[config.mk]
export PLATFORM = sky130hd
export DESIGN_NAME = mult_unit_seq
export DESIGN_NICKNAME = d
export VERILOG_FILES = /design/src/rtl/mult_unit_seq.sv
export SDC_FILE = /design/constraint.sdc
export NUM_CORES = 1
export LEC_CHECK = 0
export CORE_ASPECT_RATIO = 2
export CORE_MARGIN = 2
export CORE_UTILIZATION = 30
export DETAILED_ROUTE_END_ITERATION = 7
export HOLD_SLACK_MARGIN = 0.02
export SLEW_MARGIN = 30
export SYNTH_ARGS = -nofsm -noshare
export SYNTH_HDL_FRONTEND = slang
export SYNTH_SLANG_ARGS = --single-unit
[constraint.sdc]
create_clock -name clk -period 7.45 [get_ports clk]
set_input_delay 1.49 -clock clk [delete_from_list [all_inputs] [get_ports clk]]
set_output_delay 1.49 -clock clk [all_outputs]
set_load 0.005 [all_outputs]
[src/rtl/mult_unit_seq.sv]
// Sequential shift-add multiplier: WIDTH x WIDTH -> 2*WIDTH product with a start/busy/done handshake.
// Optional two's-complement support is enabled with the SIGNED_MULT_EN macro.
module mult_unit_seq #(
    parameter int unsigned WIDTH = 32,
    parameter int unsigned CNT_W = 6
) (
    input  logic             clk,
    input  logic             rst,
    input  logic             start,
    input  logic             signed_op,
    input  logic [WIDTH-1:0] a,
    input  logic [WIDTH-1:0] b,
    output logic             busy,
    output logic             done,
    output logic [WIDTH-1:0] hi,
    output logic [WIDTH-1:0] lo
);

    localparam int unsigned ACC_W  = 2 * WIDTH + 1;
    localparam int unsigned PROD_W = 2 * WIDTH;

    typedef enum logic [1:0] {
        S_IDLE = 2'd0,
        S_BUSY = 2'd1,
        S_DONE = 2'd2
    } state_t;

    state_t             state_q, state_d;
    logic [WIDTH-1:0]   mcand_q, mcand_d;
    logic [WIDTH-1:0]   mplier_q, mplier_d;
    logic [ACC_W-1:0]   acc_q, acc_d;
    logic [CNT_W-1:0]   cnt_q, cnt_d;
    logic               busy_q, busy_d;
    logic               done_q, done_d;
    logic [WIDTH-1:0]   hi_q, hi_d;
    logic [WIDTH-1:0]   lo_q, lo_d;
    logic               sign_q, sign_d;

    logic [WIDTH:0]     sum_c;
    logic [ACC_W-1:0]   acc_step_c;
    logic [PROD_W-1:0]  prod_c;
    logic               last_c;
    logic [WIDTH-1:0]   a_op_c, b_op_c;
    logic               sign_op_c;

    // Operand conditioning at accept: magnitudes plus result sign when signed mode is built in
`ifdef SIGNED_MULT_EN
    always_comb begin
        a_op_c    = (signed_op && a[WIDTH-1]) ? WIDTH'(WIDTH'(0) - a) : a;
        b_op_c    = (signed_op && b[WIDTH-1]) ? WIDTH'(WIDTH'(0) - b) : b;
        sign_op_c = signed_op & (a[WIDTH-1] ^ b[WIDTH-1]);
    end
`else
    logic unused_signed_op;
    assign unused_signed_op = signed_op;

    always_comb begin
        a_op_c    = a;
        b_op_c    = b;
        sign_op_c = 1'b0;
    end
`endif

    // One shift-add step; carry is kept in the extra top accumulator bit
    always_comb begin
        sum_c      = acc_q[ACC_W-1:WIDTH] + (mplier_q[0] ? {1'b0, mcand_q} : (WIDTH+1)'(0));
        acc_step_c = {sum_c, acc_q[WIDTH-1:0]} >> 1;
        prod_c     = acc_step_c[PROD_W-1:0];
`ifdef SIGNED_MULT_EN
        if (sign_q) begin
            prod_c = PROD_W'(PROD_W'(0) - acc_step_c[PROD_W-1:0]);
        end
`endif
        last_c     = (cnt_q == CNT_W'(WIDTH - 1));
    end

    always_ff @(posedge clk or posedge rst) begin
        if (rst) begin
            state_q <= S_IDLE;
        end else begin
            state_q <= state_d;
        end
    end

    always_comb begin
        state_d = state_q;
        unique case (state_q)
            S_IDLE:  if (start) state_d = S_BUSY;
            S_BUSY:  if (last_c) state_d = S_DONE;
            S_DONE:  state_d = start ? S_BUSY : S_IDLE;
            default: state_d = S_IDLE;
        endcase
    end

    // Datapath and registered outputs; start is only honoured outside BUSY
    always_comb begin
        mcand_d  = mcand_q;
        mplier_d = mplier_q;
        acc_d    = acc_q;
        cnt_d    = cnt_q;
        busy_d   = busy_q;
        done_d   = 1'b0;
        hi_d     = hi_q;
        lo_d     = lo_q;
        sign_d   = sign_q;
        unique case (state_q)
            S_IDLE, S_DONE: begin
                busy_d = 1'b0;
                if (start) begin
                    busy_d   = 1'b1;
                    mcand_d  = a_op_c;
                    mplier_d = b_op_c;
                    acc_d    = '0;
                    cnt_d    = '0;
                    sign_d   = sign_op_c;
                end
            end
            S_BUSY: begin
                acc_d    = acc_step_c;
                mplier_d = mplier_q >> 1;
                cnt_d    = cnt_q + CNT_W'(1);
                if (last_c) begin
                    busy_d = 1'b0;
                    done_d = 1'b1;
                    hi_d   = prod_c[PROD_W-1:WIDTH];
                    lo_d   = prod_c[WIDTH-1:0];
                end
            end
            default: begin
                busy_d = 1'b0;
            end
        endcase
    end

    always_ff @(posedge clk or posedge rst) begin
        if (rst) begin
            mcand_q  <= '0;
            mplier_q <= '0;
            acc_q    <= '0;
            cnt_q    <= '0;
            busy_q   <= 1'b0;
            done_q   <= 1'b0;
            hi_q     <= '0;
            lo_q     <= '0;
            sign_q   <= 1'b0;
        end else begin
            mcand_q  <= mcand_d;
            mplier_q <= mplier_d;
            acc_q    <= acc_d;
            cnt_q    <= cnt_d;
            busy_q   <= busy_d;
            done_q   <= done_d;
            hi_q     <= hi_d;
            lo_q     <= lo_d;
            sign_q   <= sign_d;
        end
    end

    assign busy = busy_q;
    assign done = done_q;
    assign hi   = hi_q;
    assign lo   = lo_q;

endmodule

=== Word-level counts from Yosys, hierarchy flattened ===
Cells that the tools add are included.

* Flip-flop bits (word level): 203
* Bits in latches: 0
* RAM bits: 0
* ROM bits: 0
* Input port bits: 68
* Output and inout bits: 66
* Logic and storage cells: 40
* Memories: 0

* Add/subtract/negate cells: 2
* Multiply operators: 0
* Div/mod/pow operators: 0
* $lt $le $gt $ge: 0
* Equality and inequality tests: 6
* Shift operators: 0
* Muxes and demuxes: 16
* Bitwise logic cells: 0
* Reduce and logical (&&, ||, !) cells: 7

{| class="wikitable"
|+ Operator list
! cell !! count
|-
| 65-bit one-hot mux with 2 select lines || 1
|-
| 65-bit two-way mux || 1
|-
| 32-bit two-way mux || 2
|-
| 32-bit one-hot mux with 2 select lines || 1
|-
| 33-bit by 32-bit adder with 33-bit output || 1
|-
| 6-bit one-hot mux with 2 select lines || 1
|-
| 2-bit AND reduction || 4
|-
| 6-bit by 1-bit adder with 6-bit output (second input constant) || 1
|-
| 6-bit by 5-bit == test with 1-bit output (second input constant) || 1
|-
| 6-bit two-way mux || 1
|-
| 2-bit inequality test (second input constant) || 3
|-
| 2-bit one-hot mux with 3 select lines || 1
|-
| 1-bit two-way mux || 5
|-
| 2-bit two-way mux || 2
|-
| 2-bit by 1-bit == test with 1-bit output (second input constant) || 1
|-
| 2-bit == test (second input constant) || 1
|-
| 2-bit logical NOT || 1
|-
| 1-bit one-hot mux with 2 select lines || 1
|-
| 2-bit nonzero test || 1
|-
| 2-bit OR reduction || 1
|}

=== Longest topological paths before layout ===
* Depth in word-level cells: 4
* Mapped depth: 13
* Gate-level depth less buffers: 12

=== Worst setup path before layout ===
Ideal clock, no wire load.

* Path kind: flip-flop to flip-flop
* Start point: register mplier_q[0]
* End point: register hi_q[23] (netlist: hi[23])
* Library setup time: 0.125 ns
* Data arrival time: 2.806 ns
* Data required time: 7.325 ns
* Path slack: 4.519 ns
* Stages on the path, launching flop included: 14
* Path buffers: 1
* Clock period less this slack: 2.931 ns
* Path through: dfrtp_1 clkbuf_1 and2_1 ha_1 inv_1 fa_1 nor2b_4 o211ai_4 a31oi_4 o31ai_1 o31ai_1 a21oi_1 xnor2_1 mux2_2

* Word-level cells in the longest chain between the ends: 2

{| class="wikitable"
|+ RTL lines
! what !! RTL line !! source
|-
| from (decl) || 30 || <nowiki>logic [WIDTH-1:0] mplier_q, mplier_d;</nowiki>
|-
| from (signal assigned) || 148 || <nowiki>mplier_q <= mplier_d;</nowiki>
|-
| 32-bit two-way mux || 66 || <nowiki>sum_c = acc_q[ACC_W-1:WIDTH] + (mplier_q[0] ? {1'b0, mcand_q} : (WIDTH+1)'(0));</nowiki>
|-
| 33-bit by 32-bit adder with 33-bit output || 66 ||
|-
| to (signal assigned) || 153 || <nowiki>hi_q <= hi_d;</nowiki>
|-
| to (decl) || 35 || <nowiki>logic [WIDTH-1:0] hi_q, hi_d;</nowiki>
|}

Every way passes these cells.
A chain may end at the register's enable or synchronous reset.

=== Worst setup path after layout ===
Same ends and word-level chain as after synthesis.

==> impl_metrics.json <==
{
  "outcome": "finished, final reports clean",
  "synthAdderAreaFrac_pct": 4.57,
  "final_common_cell": "nand2_1",
  "synth_cell_types": 51,
  "synth-compound-area-share_pct": 16.3,
  "placedCellCount": 1509,
  "design_area_um2": 11900,
  "cts_hold_buf": 0,
  "rr_worst_depth": 12,
  "avgSynthCellArea_um2": 9.45,
  "synth_seq_area_share_pct": 53.1,
  "antenna_found_initial": 0,
  "drv_slew": 0,
  "synthMuxAreaShare_pct": 0.753,
  "cts_resized": 0,
  "first_pass_iters": 4,
  "core_um2": 31300,
  "async_reset_ff_share_pct": 100,
  "drt_wl_total_mm": 24.3,
  "hold_path_depth": 2,
  "die_w_um": 130,
  "grt_overflow": 0,
  "min_from": "mcand_q[0]$_DFFE_PP0P_",
  "finalHoldViolCount": 0,
  "fin_cells": 1545,
  "fin_ws_ps": 3970,
  "synth_top_family_by_area": "simple AND/OR/NAND/NOR gates",
  "setup_violations": 0,
  "synth.ff_latch_count": 201,
  "grt_setup_unrepaired": "no",
  "worstHoldPathType": "register to register",
  "cp_max_fo": 33,
  "synth_edf_count": 0,
  "power_mw": 4.74,
  "max_freq_mhz": 288,
  "drc": 0,
  "clk_path_buf_depth": 3,
  "start_util_pct": 30.2,
  "ir_worst_vdd_mv": 0.188,
  "insertedDiodeCount": 0,
  "internal_power_mw": 3.10,
  "vias": 7386,
  "p_leak_nw": 5.61,
  "crit_path_end_kind": "register",
  "fin_skew_ps": 19.4,
  "cp_data_arrival_time_ps": 3880,
  "die_h_um": 255,
  "tritoncts": "done",
  "yosys.area_share.simple_pct": 19.9,
  "place.gp.congestion": 0.856,
  "yosys_warnings": 0,
  "syn_nets": 1104,
  "synthesis.area_um2": 9470,
  "finalCritPeriodShare_pct": 46.7,
  "cp-start-kind": "register",
  "p_switching_mw": 1.64,
  "dr.first_iter.drc_count": 349,
  "critPathLaunch": "mplier_q[0]$_DFFE_PP0P_",
  "cts-root-buf": "clkbuf_16",
  "setup_tns_ps": 0,
  "synth_xor_area_share_pct": 2.77,
  "seqPwrFrac_pct": 38.1,
  "synth_flop_cell": "dfrtp_1",
  "cts_made_buffers": 21,
  "worstSkewPairLatency_ps": 520,
  "grt_max_degree": 95,
  "reg2reg_from": "mplier_q[0]$_DFFE_PP0P_",
  "pre_cts_ws_ps": 3560,
  "h-tree-depth": 1,
  "comb_power_share_pct": 38.6,
  "slew_headroom_pct": 39.6,
  "p_per_area_nw_per_um2": 397,
  "post_cts_buffers": 0,
  "boundaryPins": 134,
  "grt_pass1_wl_mm": 40.5,
  "rows": 92,
  "io_buffers": 132,
  "track_usage_pct": 15.1,
  "fin_crit_ps": 3480,
  "die-area_um2": 33100,
  "worstMarginPinSlew_ps": 904,
  "drt-wirelength-per-cell_um": 15.7,
  "syn_inst": 1002,
  "via_per_inst": 4.78,
  "dpl.hpwl_mm": 16.3,
  "path_clk_slew_ps": 60,
  "final_cell_mix": "nand2_1, dfrtp_1, clkdlybuf4s50_1",
  "drive_above_1_share_pct": 5.70,
  "cp.required_ps": 7850,
  "cap_violations": 0,
  "power.switching_fraction_pct": 34.6,
  "p_clk_share_pct": 23.3,
  "grt_pass1_vias": 7610,
  "finalNetCount": 1211,
  "ant_nets": 0,
  "placed_cell_area_um2": 11200,
  "clkSinkCount": 201,
  "worstSetupPathType": "register to register",
  "area_growth_pct": 25.9
}
-- per-stage QoR --
stage / utilization (%) / hold slack [ps]
6_report: 38.1 / 467
5_1_grt: 38.1 / 493
4_1_cts: 38.1 / 470
3_5_place_dp: 35.8 / 454
3_3_place_gp: 35.8 / 451
2_1_floorplan: - / 437
-- sequential cells by signal (all words and copies together) (netlist names) --
signal / cells
state_q: 2
busy: 1
cnt_q: 6
done: 1
mcand_q: 32
acc_q: 63
mplier_q: 32
lo: 32
hi: 32
-- cell type report --
type / count / area, um2
fill: 3213 / 19400
sequential: 201 / 5030
multi-input combinational: 737 / 4230
timing repair buffer: 139 / 1380
clock buffer: 28 / 592
tap: 423 / 529
clock inverter: 8 / 120
inverter: 9 / 41.3
-- final timing paths --
kind / end / slack (ps)
min in group asynchronous: acc_q[11]$_DFFE_PP0P_ / 1430
worst max-delay path: hi[23]$_DFFE_PP0P_ / 3970
worst min register to register: mcand_q[0]$_DFFE_PP0P_ / 470
worst min-delay path: mcand_q[0]$_DFFE_PP0P_ / 470
max in group asynchronous: acc_q[46]$_DFFE_PP0P_ / 4870
worst max register to register: hi[23]$_DFFE_PP0P_ / 3970
-- power by group through the flow --
stage	clock (mW)	sequential (mW)	combinational, mW
CTS	1.14	1.81	1.85
global route	1.18	1.87	2.06
detailed placement	0	1.82	1.84
global placement	0	1.81	1.81
finish	1.11	1.80	1.83
floorplan	0	1.75	1.21
-- layer usage --
metal | part of all wire, % | up-vias | GRT usage, % | wire, um
met2 | 48 | 187 | 25.1 | 11600
li1 | - | 3613 | - | -
met4 | 1.9 | 0 | 3.81 | 467
met1 | 44 | 3557 | 19.9 | 10600
met3 | 6.5 | 29 | 3.55 | 1580
met5 | 0 | - | 0 | 0
-- worst max-delay path: stages, from the launching register on --
cell      delay, ps
dfrtp_2         690
and2_1          200
ha_1            190
inv_1            60
fa_1            430
nor2b_4         170
o211ai_4        100
a31oi_4         250
o31ai_1         180
o31ai_1         470
a21oi_1         140
xnor2_1         190
mux2_2          280
-- cell families (layout without fill, tap and decap cells) --
group                      count (synthesis)  count (layout)
xor gates and xnor gates                  30              30
DFF                                      201             201
AOI/OAI and AO/OA                        213             213
and+or+nand+nor                          454             454
adders and majority gates                 34              34
buffers and inverters                     64             184
muxes                                      6               6
-- cells in the mapped netlist, types with 5 or more instances --
library cell  number  area (um2)
nor2_1            19        71.3
o21bai_1           5        37.5
nand2_1          362        1360
ha_1              33         413
a22o_1            58         508
xnor2_1           18         158
xor2_1            12         105
a21o_1             7        52.6
nand3_1            8        40.0
clkbuf_1          41         154
o21a_1             6        45.0
a22oi_1           31         233
nand2b_1           6        37.5
dfrtp_1          201        5030
buf_1             13        48.8
o21ai_0           35         175
and2_1            32         200
mux2_2             5        56.3
nand4_1            9        56.3
inv_1              9        33.8
a21oi_1           36         180
Power figures use the tool's default switching activity.
